File: src/rtl/led_pkg.sv
// Shared types and defaults for the LED pulse stretcher.
// Optional blink mode is enabled by defining LED_BLINK_EN.
package led_pkg;

  localparam int DEF_HOLD_CYCLES = 500;
  localparam int DEF_GAP_CYCLES  = 0;
  localparam int DEF_BLINK_HALF  = 25;

  typedef logic [1:0] state_t;

  typedef enum state_t {
    ST_IDLE = 2'd0,
    ST_ON   = 2'd1,
    ST_GAP  = 2'd2
  } led_state_e;

  // Terminal count for an N-cycle interval; a zero-length interval clamps to 0.
  function automatic int lastIndex(input int n);
    return (n > 0) ? n - 1 : 0;
  endfunction

endpackage

File: src/rtl/led_oneshot_ch.sv
// One LED channel: trigger edge detect, IDLE/ON/GAP one-shot FSM and hold counter.
// With LED_BLINK_EN defined the LED toggles every BLINK_HALF cycles while ON.
module led_oneshot_ch
  import led_pkg::*;
#(
  parameter int CNT_W       = 11,
  parameter int HOLD_CYCLES = DEF_HOLD_CYCLES,
  parameter int GAP_CYCLES  = DEF_GAP_CYCLES,
  parameter int RETRIG      = 1
`ifdef LED_BLINK_EN
  ,
  parameter int BLINK_HALF  = DEF_BLINK_HALF
`endif
) (
  input  logic clk_i,
  input  logic rst_i,
  input  logic trig_i,
  output logic led_o,
  output logic busy_o,
  output logic done_o
);

  localparam logic [CNT_W-1:0] HOLD_LAST = CNT_W'(lastIndex(HOLD_CYCLES));
  localparam logic [CNT_W-1:0] GAP_LAST  = CNT_W'(lastIndex(GAP_CYCLES));
  localparam logic             HOLD_ONE  = (HOLD_CYCLES == 1);
  localparam logic             RETRIG_EN = (RETRIG != 0);
  localparam logic             HAS_GAP   = (GAP_CYCLES > 0);
`ifdef LED_BLINK_EN
  localparam logic [CNT_W-1:0] BLINK_LAST = CNT_W'(lastIndex(BLINK_HALF));
`endif

  led_state_e       state_q;
  logic [CNT_W-1:0] cnt_q;
  logic             trig_q;
  logic             led_q;
  logic             busy_q;
  logic             done_q;
`ifdef LED_BLINK_EN
  logic [CNT_W-1:0] blinkCnt_q;
`endif

  logic             trigEdge;
  logic [CNT_W-1:0] cntInc;

  assign trigEdge = trig_i & ~trig_q;
  assign cntInc   = cnt_q + 1'b1;

  // done is raised on the last lit cycle, so it is loaded one cycle ahead
  // from the value the counter is about to take.
  always_ff @(posedge clk_i or posedge rst_i) begin
    if (rst_i) begin
      state_q    <= ST_IDLE;
      cnt_q      <= '0;
      trig_q     <= 1'b0;
      led_q      <= 1'b0;
      busy_q     <= 1'b0;
      done_q     <= 1'b0;
`ifdef LED_BLINK_EN
      blinkCnt_q <= '0;
`endif
    end else begin
      trig_q <= trig_i;
      case (state_q)
        ST_IDLE: begin
          done_q <= 1'b0;
          led_q  <= 1'b0;
          if (trigEdge) begin
            state_q    <= ST_ON;
            cnt_q      <= '0;
            led_q      <= 1'b1;
            busy_q     <= 1'b1;
            done_q     <= HOLD_ONE;
`ifdef LED_BLINK_EN
            blinkCnt_q <= '0;
`endif
          end
        end
        ST_ON: begin
          if (trigEdge && RETRIG_EN) begin
            cnt_q      <= '0;
            led_q      <= 1'b1;
            done_q     <= HOLD_ONE;
`ifdef LED_BLINK_EN
            blinkCnt_q <= '0;
`endif
          end else if (cnt_q == HOLD_LAST) begin
            cnt_q  <= '0;
            led_q  <= 1'b0;
            done_q <= 1'b0;
            if (HAS_GAP) begin
              state_q <= ST_GAP;
              busy_q  <= 1'b1;
            end else begin
              state_q <= ST_IDLE;
              busy_q  <= 1'b0;
            end
          end else begin
            cnt_q  <= cntInc;
            done_q <= (cntInc == HOLD_LAST);
`ifdef LED_BLINK_EN
            if (blinkCnt_q == BLINK_LAST) begin
              blinkCnt_q <= '0;
              led_q      <= ~led_q;
            end else begin
              blinkCnt_q <= blinkCnt_q + 1'b1;
            end
`endif
          end
        end
        ST_GAP: begin
          done_q <= 1'b0;
          led_q  <= 1'b0;
          if (cnt_q == GAP_LAST) begin
            state_q <= ST_IDLE;
            busy_q  <= 1'b0;
            cnt_q   <= '0;
          end else begin
            cnt_q <= cntInc;
          end
        end
        default: begin
          state_q <= ST_IDLE;
          cnt_q   <= '0;
          led_q   <= 1'b0;
          busy_q  <= 1'b0;
          done_q  <= 1'b0;
        end
      endcase
    end
  end

  assign led_o  = led_q;
  assign busy_o = busy_q;
  assign done_o = done_q;

endmodule

File: src/rtl/led_pulse_stretcher.sv
// Multi-channel LED one-shot driver: NUM_CH independent led_oneshot_ch instances.
// Define LED_BLINK_EN to make lit LEDs blink with half-period BLINK_HALF.
module led_pulse_stretcher
  import led_pkg::*;
#(
  parameter int NUM_CH      = 4,
  parameter int CNT_W       = 11,
  parameter int HOLD_CYCLES = DEF_HOLD_CYCLES,
  parameter int GAP_CYCLES  = DEF_GAP_CYCLES,
  parameter int RETRIG      = 1,
  parameter int BLINK_HALF  = DEF_BLINK_HALF
) (
  input  logic              clk,
  input  logic              rst,
  input  logic [NUM_CH-1:0] trig,
  output logic [NUM_CH-1:0] led,
  output logic [NUM_CH-1:0] busy,
  output logic [NUM_CH-1:0] done
);

  for (genvar g = 0; g < NUM_CH; g++) begin : gCh
    led_oneshot_ch #(
      .CNT_W       (CNT_W),
      .HOLD_CYCLES (HOLD_CYCLES),
      .GAP_CYCLES  (GAP_CYCLES),
      .RETRIG      (RETRIG)
`ifdef LED_BLINK_EN
      ,
      .BLINK_HALF  (BLINK_HALF)
`endif
    ) uCh (
      .clk_i  (clk),
      .rst_i  (rst),
      .trig_i (trig[g]),
      .led_o  (led[g]),
      .busy_o (busy[g]),
      .done_o (done[g])
    );
  end

endmodule

File: config.mk
export PLATFORM = sky130hd
export DESIGN_NAME = led_pulse_stretcher
export DESIGN_NICKNAME = d
export VERILOG_FILES = /design/src/rtl/led_pkg.sv /design/src/rtl/led_oneshot_ch.sv /design/src/rtl/led_pulse_stretcher.sv
export SDC_FILE = /design/constraint.sdc
export NUM_CORES = 1
export LEC_CHECK = 0
export CELL_PAD_IN_SITES_DETAIL_PLACEMENT = 0
export CELL_PAD_IN_SITES_GLOBAL_PLACEMENT = 1
export CORE_ASPECT_RATIO = 1.25
export CORE_MARGIN = 5
export CORE_UTILIZATION = 37
export CTS_BUF_LIST = sky130_fd_sc_hd__clkbuf_8
export CTS_CLUSTER_DIAMETER = 200
export DETAILED_ROUTE_END_ITERATION = 8
export GPL_TIMING_DRIVEN = 0
export PLACE_DENSITY = 0.63
export SLEW_MARGIN = 25
export SYNTH_ARGS = -nofsm -noshare
export SYNTH_HDL_FRONTEND = slang
export SYNTH_SLANG_ARGS = --single-unit
File: constraint.sdc
create_clock -name clk -period 2.9 [get_ports clk]
set_input_delay 0.58 -clock clk [delete_from_list [all_inputs] [get_ports clk]]
set_output_delay 0.58 -clock clk [all_outputs]
set_load 0.05 [all_outputs]
==> summary.md, run 1 <==
| Metric | Value |
|---|---|
| Synth cell count leaders | 60 x dfrtp_1, 47 x nand2_1, 37 x o21ai_0 |
| Final Net Count | 451 |
| Critical Path Source Type | flip-flop |
| Post-CTS resize count | 0 |
| Initial Utilization | a little under two fifths |
| Setup crit end kind | flip-flop |
| R2r setup slk | between 0.4 and 0.5 ns |
| Setup bufs post-CTS | 0 |
| Cell Rows | 40 |
| Layout cells sized above 1 | around a tenth |
| Crit Path Category | flip-flop to flip-flop |
| FF-to-FF Start | gCh[2].uCh.cnt_q[0] |
| Sw frac | roughly 32% |
| Fillers | 953 |
| Synthesis-to-finish area growth | 15.1% |
| Power share of the sequential group | 45.9% |
| VDD IR max | 0.272 mV |
| Dominant synthesized flop cell | dfrtp_1 |
| Critical Path RT | approximately 3.1 ns |
| Mean Syn Cell Area | 8.78 um2 |
| Number of flops mapped to enable cells by yosys | 0 |
| Clk buf depth | 2 |
| Initial antenna violation count | 0 |
| Wirelength per Cell | 14.3 um |
| Distinct cells, synth | 60 |
| Final Total Pwr | 0.00223 W |
| Clock latency on the worst-skew pair | 0.34 ns |
| CTS Sinks | 60 |
| Core Util, Final | a little over two fifths |
| F_max | ~410 MHz |
| Drt first pass iters | 4 |
| Clock slew at reported path FFs | 0.07 ns |
| Pint | 0.00151 W |
| Vias in the first global route | ~2900 |
| Starting DRC count in detailed routing | about 110 |
| Setup Viol. Count Final | 0 |
| Flops & latches, synth | 60 |
| Power share of the clock group | 33.5% |
| Post-route ant nets | 0 |
| Max-cap violations | 0 |
| Power per cell area | 539 nW/um2 |
| H-tree depth | 3 |
| Crit-path max FO | 10 |
| # hold bufs at CTS | 0 |
| Mapped cell area | roughly 3600 um2 |
| Final period util | 83.4% |
| CP arrival | 2.64 ns |
| Period minus WS final | between 2 and 2.5 ns |
| Leakage | 1.70 nW |
| Slew margin rel. | between 50 and 60% |
| Die Area | roughly 12000 um2 |
| Inserted Clock Buffers | 9 |
| Status | completed |
| Total track usage | 14.7% |
| Final std cells w/o fill | 567 |
| Die H | 120 um |
| Power share of the combinational group | 20.6% |
| Placed insts | 552 |
| Post-DP HPWL | 5550 um |
| Clock skew | around 0.0084 ns |
| Core Area | 9560 um2 |
| Number of I/O pins | 18 |
| Post-synth ARST share | between 90% and 100% |
| TritonCTS clock tree | yes |
| Yosys top cell by area | dfrtp_1 |
| First-pass GRT wire length | 14200 um |
| Worst Hold Launch | gCh[0].uCh.led_o |
| Hold path depth | 1 |
| Critical R2R Capture | gCh[2].uCh.cnt_q[8] |
| Residual DRC | 0 |
| Worst hold path class | flip-flop to flip-flop |
| Vias | a little over 3000 |
| N_diodes | 0 |
| Most frequent cell after synthesis | dfrtp_1 |
| Seq/Total Area, Yosys | a little over two fifths |
| Max-slew violation count | 0 |
| Largest net degree at the start of global routing | 51 |
| Hold path endpoint | gCh[0].uCh.led_o |
| Hold Violations, Final | 0 |
| Ys Warns | 0 |
| IO buf count | 17 |
| Net Sw Power | just over 0.0007 W |
| Worst slew pin tran | 0.720 ns |
| Syn Nets | 422 |
| Reg2Reg Depth | 8 |
| Top-area cell type share of the netlist area | 41.9% |
| Clock root cell | clkbuf_8 |
| Post-synthesis cell count | a little over 400 |
| Routed WL | approximately 8100 um |
| Synth top area cells | dfrtp_1 42%, o21ai_0 5.2%, nand2_1 4.9%, a21oi_1 3.4%, ha_1 2.8% |
| Width of the die | 98.0 um |
| Vias per inst | 5.36 |
| RSZ-0062 raised after global routing | no |
| Gr ovfl total | 0 |
| GP Congestion | 0.833 |
## per-stage QoR
stage	setup slack, ns	TNS (ns)	cell area [um2]	hold slack (ns)
after floorplan	0.790	0	3580	0.447
after global placement	-0.392	-23.34	3910	0.460
after detailed placement	0.360	0	3940	0.467
after CTS	0.479	0	4130	0.484
after global routing	0.224	0	4130	0.490
final	0.482	0	4130	0.478
## final cells by class
class                   count  area (um2)  share of cell area, %
repair buffers             18         198                   4.79
well taps                 126         158                   3.82
clock inverters             5        46.3                   1.12
inverters                  17        66.3                   1.61
plain buffers              29         169                   4.09
clock buffers              10         138                   3.34
multi-input cells         302        1850                   44.8
flip-flops and latches     60        1500                   36.4
## power by group through the flow
stage / sequential, W / combinational (W) / clock [W]
after detailed placement: 0.00104 / 0.000462 / 0
after CTS: 0.00102 / 0.000464 / 0.000766
after global placement: 0.00103 / 0.000453 / 0
after floorplan: 0.00101 / 0.000360 / 0
after global routing: 0.00104 / 0.000527 / 0.000806
final: 0.00102 / 0.000459 / 0.000745
## routing by layer
layer	part of all wire (%)	vias to the layer above	GRT usage (%)
met2	47	47	23.0
li1	-	1514	-
met1	48	1466	19.9
met3	2.8	11	2.44
met5	0	-	0
met4	2.1	0	6.23
## logic make-up (layout without fill, tap and decap cells)
logic type / Yosys count / after routing / synth area share [%]
XOR/XNOR: 14 / 14 / 3.42
flip-flops: 60 / 60 / 41.9
AO/OA/AOI/OAI: 104 / 104 / 18.6
adder cells (fa/ha/maj): 8 / 8 / 2.79
multiplexers: 2 / 2 / 0.559
buffers and inverters: 46 / 79 / 6.49
AND/OR/NAND/NOR: 174 / 174 / 26.3
## state kept, by name, summed over array words and instances (netlist names)
name,cells
gCh.uCh.done_o,4
gCh.uCh.cnt_q,44
gCh.uCh.led_o,4
gCh.uCh.state_q,2
gCh.uCh.trig_q,4
gCh.uCh.busy_o,2
## worst max path at each step
stage | startpoint | end | slack (ns) | cells past startpoint
after floorplan | gCh[2].uCh.cnt_q[0] | gCh[2].uCh.cnt_q[8] | 0.79 | 8
after global placement | rst | gCh[0].uCh.cnt_q[10] | -0.39 | 2
after detailed placement | trig[0] | gCh[0].uCh.cnt_q[8] | 0.36 | 6
after CTS | gCh[0].uCh.cnt_q[0] | gCh[0].uCh.cnt_q[8] | 0.48 | 7
after global routing | gCh[2].uCh.cnt_q[0] | gCh[2].uCh.cnt_q[7] | 0.22 | 8
final | gCh[2].uCh.cnt_q[0] | gCh[2].uCh.cnt_q[8] | 0.48 | 8
## critical path, stage by stage (launching register included)
cell      delay, ns
dfrtp_1        0.42
ha_1           0.17
buf_4          0.16
or4bb_1        0.53
o311ai_1       0.39
buf_2          0.30
a31oi_1        0.06
o21ai_0        0.17
o31ai_1        0.09
## placed cells by master (no fill, tap or decap), types with 8 or more instances in the layout
cell type / instances
a21oi_1: 24
ha_1: 8
inv_1: 19
or3_1: 10
dfrtp_1: 60
xnor2_1: 10
nor3_1: 10
clkdlybuf4s50_1: 17
clkbuf_8: 10
buf_4: 13
nand2b_1: 8
nand3_1: 20
o21ai_0: 37
nand2_1: 47
nor2_1: 23
clkbuf_1: 12
Note: power is estimated with default switching activity, not from simulation.
==> run 2, diff against run 1 <==
--- a/config.mk
+++ b/config.mk
@@ -14,7 +14,7 @@
 export CTS_CLUSTER_DIAMETER = 200
 export DETAILED_ROUTE_END_ITERATION = 8
 export GPL_TIMING_DRIVEN = 0
-export PLACE_DENSITY = 0.63
+export PLACE_DENSITY = 0.65
 export SLEW_MARGIN = 25
 export SYNTH_ARGS = -nofsm -noshare
 export SYNTH_HDL_FRONTEND = slang
==> constraint.sdc (replaced) <==
create_clock -name clk -period 2.1 [get_ports clk]
set_input_delay 0.42 -clock clk [delete_from_list [all_inputs] [get_ports clk]]
set_output_delay 0.42 -clock clk [all_outputs]
set_load 0.05 [all_outputs]
==> run 2 against run 1 <==
Non-clock buffer count up 6. Utilization up 2.3 points. Fmax up 17%. Worst setup slack worse by 0.45 ns. Clock power up 32%. Total power up 41%. Worst hold slack worse by 0.15 ns. Critical path depth unchanged. Final cell count up 1.2%. Sequential share of layout area down 1.7 points. Register-to-register slack worse by 0.45 ns. Critical endpoint is now gCh[2].uCh.cnt_q[7].
==> summary.md, run 2 (synthesis gave the netlist of run 1 again) <==
| Metric | Value |
|---|---|
| Status | completed |
| Max-slew violation count | 0 |
| Crit Path Category | flip-flop to flip-flop |
| Final period util | 98.6% |
| Commonest non-fill, non-tap cells in the layout | 56 x dfrtp_1, 47 x nand2_1, 30 x o21ai_0 |
| Width of the die | 98.0 um |
| Drt first pass iters | 4 |
| Final Net Count | 457 |
| Worst slew pin tran | 0.767 ns |
| Clock latency on the worst-skew pair | ~0.35 ns |
| CTS Sinks | 60 |
| Largest net degree at the start of global routing | between 50 and 60 |
| Die Area | 11800 um2 |
| H-tree depth | 3 |
| Routed WL | 8350 um |
| Max FFs per register | 44 |
| Area of the multi-input gates | 2000 um2 |
| GP Congestion | 0.824 |
| Hold Violations, Final | 0 |
| Starting DRC count in detailed routing | 88 |
| Crit-path max FO | 6 |
| Critical path launch point | gCh[2].uCh.cnt_q[1] |
| Synthesis-to-finish area growth | 21.3% |
| Register Area | between 1500 and 2000 um2 |
| Die H | 120 um |
| RSZ-0062 raised after global routing | yes |
| Critical Path RT | around 2.3 ns |
| Setup Viol. Count Final | 0 |
| Clk buf depth | 2 |
| Number of I/O pins | 18 |
| Power per cell area | 723 nW/um2 |
| TritonCTS clock tree | yes |
| F_max | about 480 MHz |
| Core Util, Final | 45.5% |
| Core Area | 9560 um2 |
| Commonest non-fill, non-tap cell in the layout | dfrtp_1 |
| Setup crit end kind | flip-flop |
| Gr ovfl total | 0 |
| Critical Path Source Type | flip-flop |
| Max-cap violations | 0 |
| N_diodes | 0 |
| Initial Utilization | 37.5% |
| Initial antenna violation count | 0 |
| Slew margin rel. | 48.7% |
| Worst hold path class | primary input to asynchronous set/reset pin |
| Fillers | 977 |
| Total track usage | 14.9% |
| VDD IR max | 0.358 mV |
| Inserted Clock Buffers | 9 |
| R2r setup slk | 0.03 ns |
| Clock root cell | clkbuf_8 |
| Vias in the first global route | about 3000 |
| Clock skew | roughly 0.0085 ns |
| Post-route ant nets | 0 |
| Vias per inst | 5.30 |
| Clock slew at reported path FFs | ~0.07 ns |
| Vias | 3040 |
| Post-DP HPWL | 5550 um |
| Placed insts | 552 |
| Period minus WS final | 2.07 ns |
| FF-to-FF Start | gCh[2].uCh.cnt_q[1] |
| Cell Rows | 40 |
| First-pass GRT wire length | 14300 um |
| Final std cells w/o fill | 574 |
| IO buf count | 17 |
| Final hold slack | about 0.33 ns |
| Layout cells sized above 1 | 18.5% |
| Biggest register | gCh.uCh.cnt_q |
| Leakage | 1.82 nW |
| CP arrival | 2.31 ns |
| Residual DRC | 0 |
| Wirelength per Cell | about 15 um |
[run 2: cell types whose count changed in the layout (fill, tap and decap cells not counted), sizes merged]
cell / previous run / this run
buf: 17 / 28
clkdlybuf4s50: 17 / 13
dlygate4sd2: 0 / 4
clkbuf: 23 / 20
bufinv: 1 / 0
[run 2: worst paths after layout]
kind | to | cells past startpoint
setup / recovery | gCh[2].uCh.cnt_q[7] | 8
hold / removal | gCh[2].uCh.done_o | 2
setup reg to reg | gCh[2].uCh.cnt_q[7] | 8
hold reg to reg | gCh[2].uCh.led_o | 2
max in group asynchronous | gCh[1].uCh.cnt_q[0] | 3
min in group clk | gCh[2].uCh.led_o | 2
[run 2: worst max-delay path, stage by stage (launching register included)]
cell and delay [ns]:
dfrtp_1 0.36, ha_2 0.17, buf_6 0.11, or4bb_4 0.50, o311ai_4 0.37, buf_6 0.19, a21oi_1 0.04, o21ai_0 0.15
nand2_1 0.07
[run 2: cell type report]
type	instances	area share (%)
Multi-Input combinational cell	302	45.9
Sequential cell	60	34.6
Inverter	17	1.53
Buffer	23	3.65
Tap cell	126	3.63
Clock buffer	12	3.80
Clock inverter	4	0.374
Timing Repair Buffer	30	6.45
[run 2: through the flow]
step	setup slack (ns)	TNS [ns]	cell area (um2)	total power, W
6_report	0.0298	0	4350	0.00314
3_5_place_dp	-0.275	-4.71	3950	0.00207
2_1_floorplan	0.0163	0	3590	0.00190
4_1_cts	0.0119	0	4230	0.00313
5_1_grt	-0.0586	-0.298	4350	0.00333
3_3_place_gp	-1.06	-68.27	3920	0.00205
[run 2: routing by layer]
layer  GRT usage (%)  wire (um)  vias up
met1            18.5       3920     1460
met2            25.4       4070       38
met3            2.21        182       14
li1                -          -     1528
met5               0          0        -
met4            7.19        186        0
[run 2: repair_timing]
action,4_1_cts,5_1_grt
endpoints found under the setup margin,46,35
setup buffers,5,6
hold buffers,0,0
pin swaps,3,7
resized for setup,17,30
gates cloned,1,0
[run 2: power breakdown]
part / total [W] / switching (W) / internal [W]
clock: 0.000980 / 0.000469 / 0.000511
sequential: 0.00146 / 0.000171 / 0.00128
combinational: 0.000709 / 0.000390 / 0.000319
total: 0.00314 / 0.00103 / 0.00211
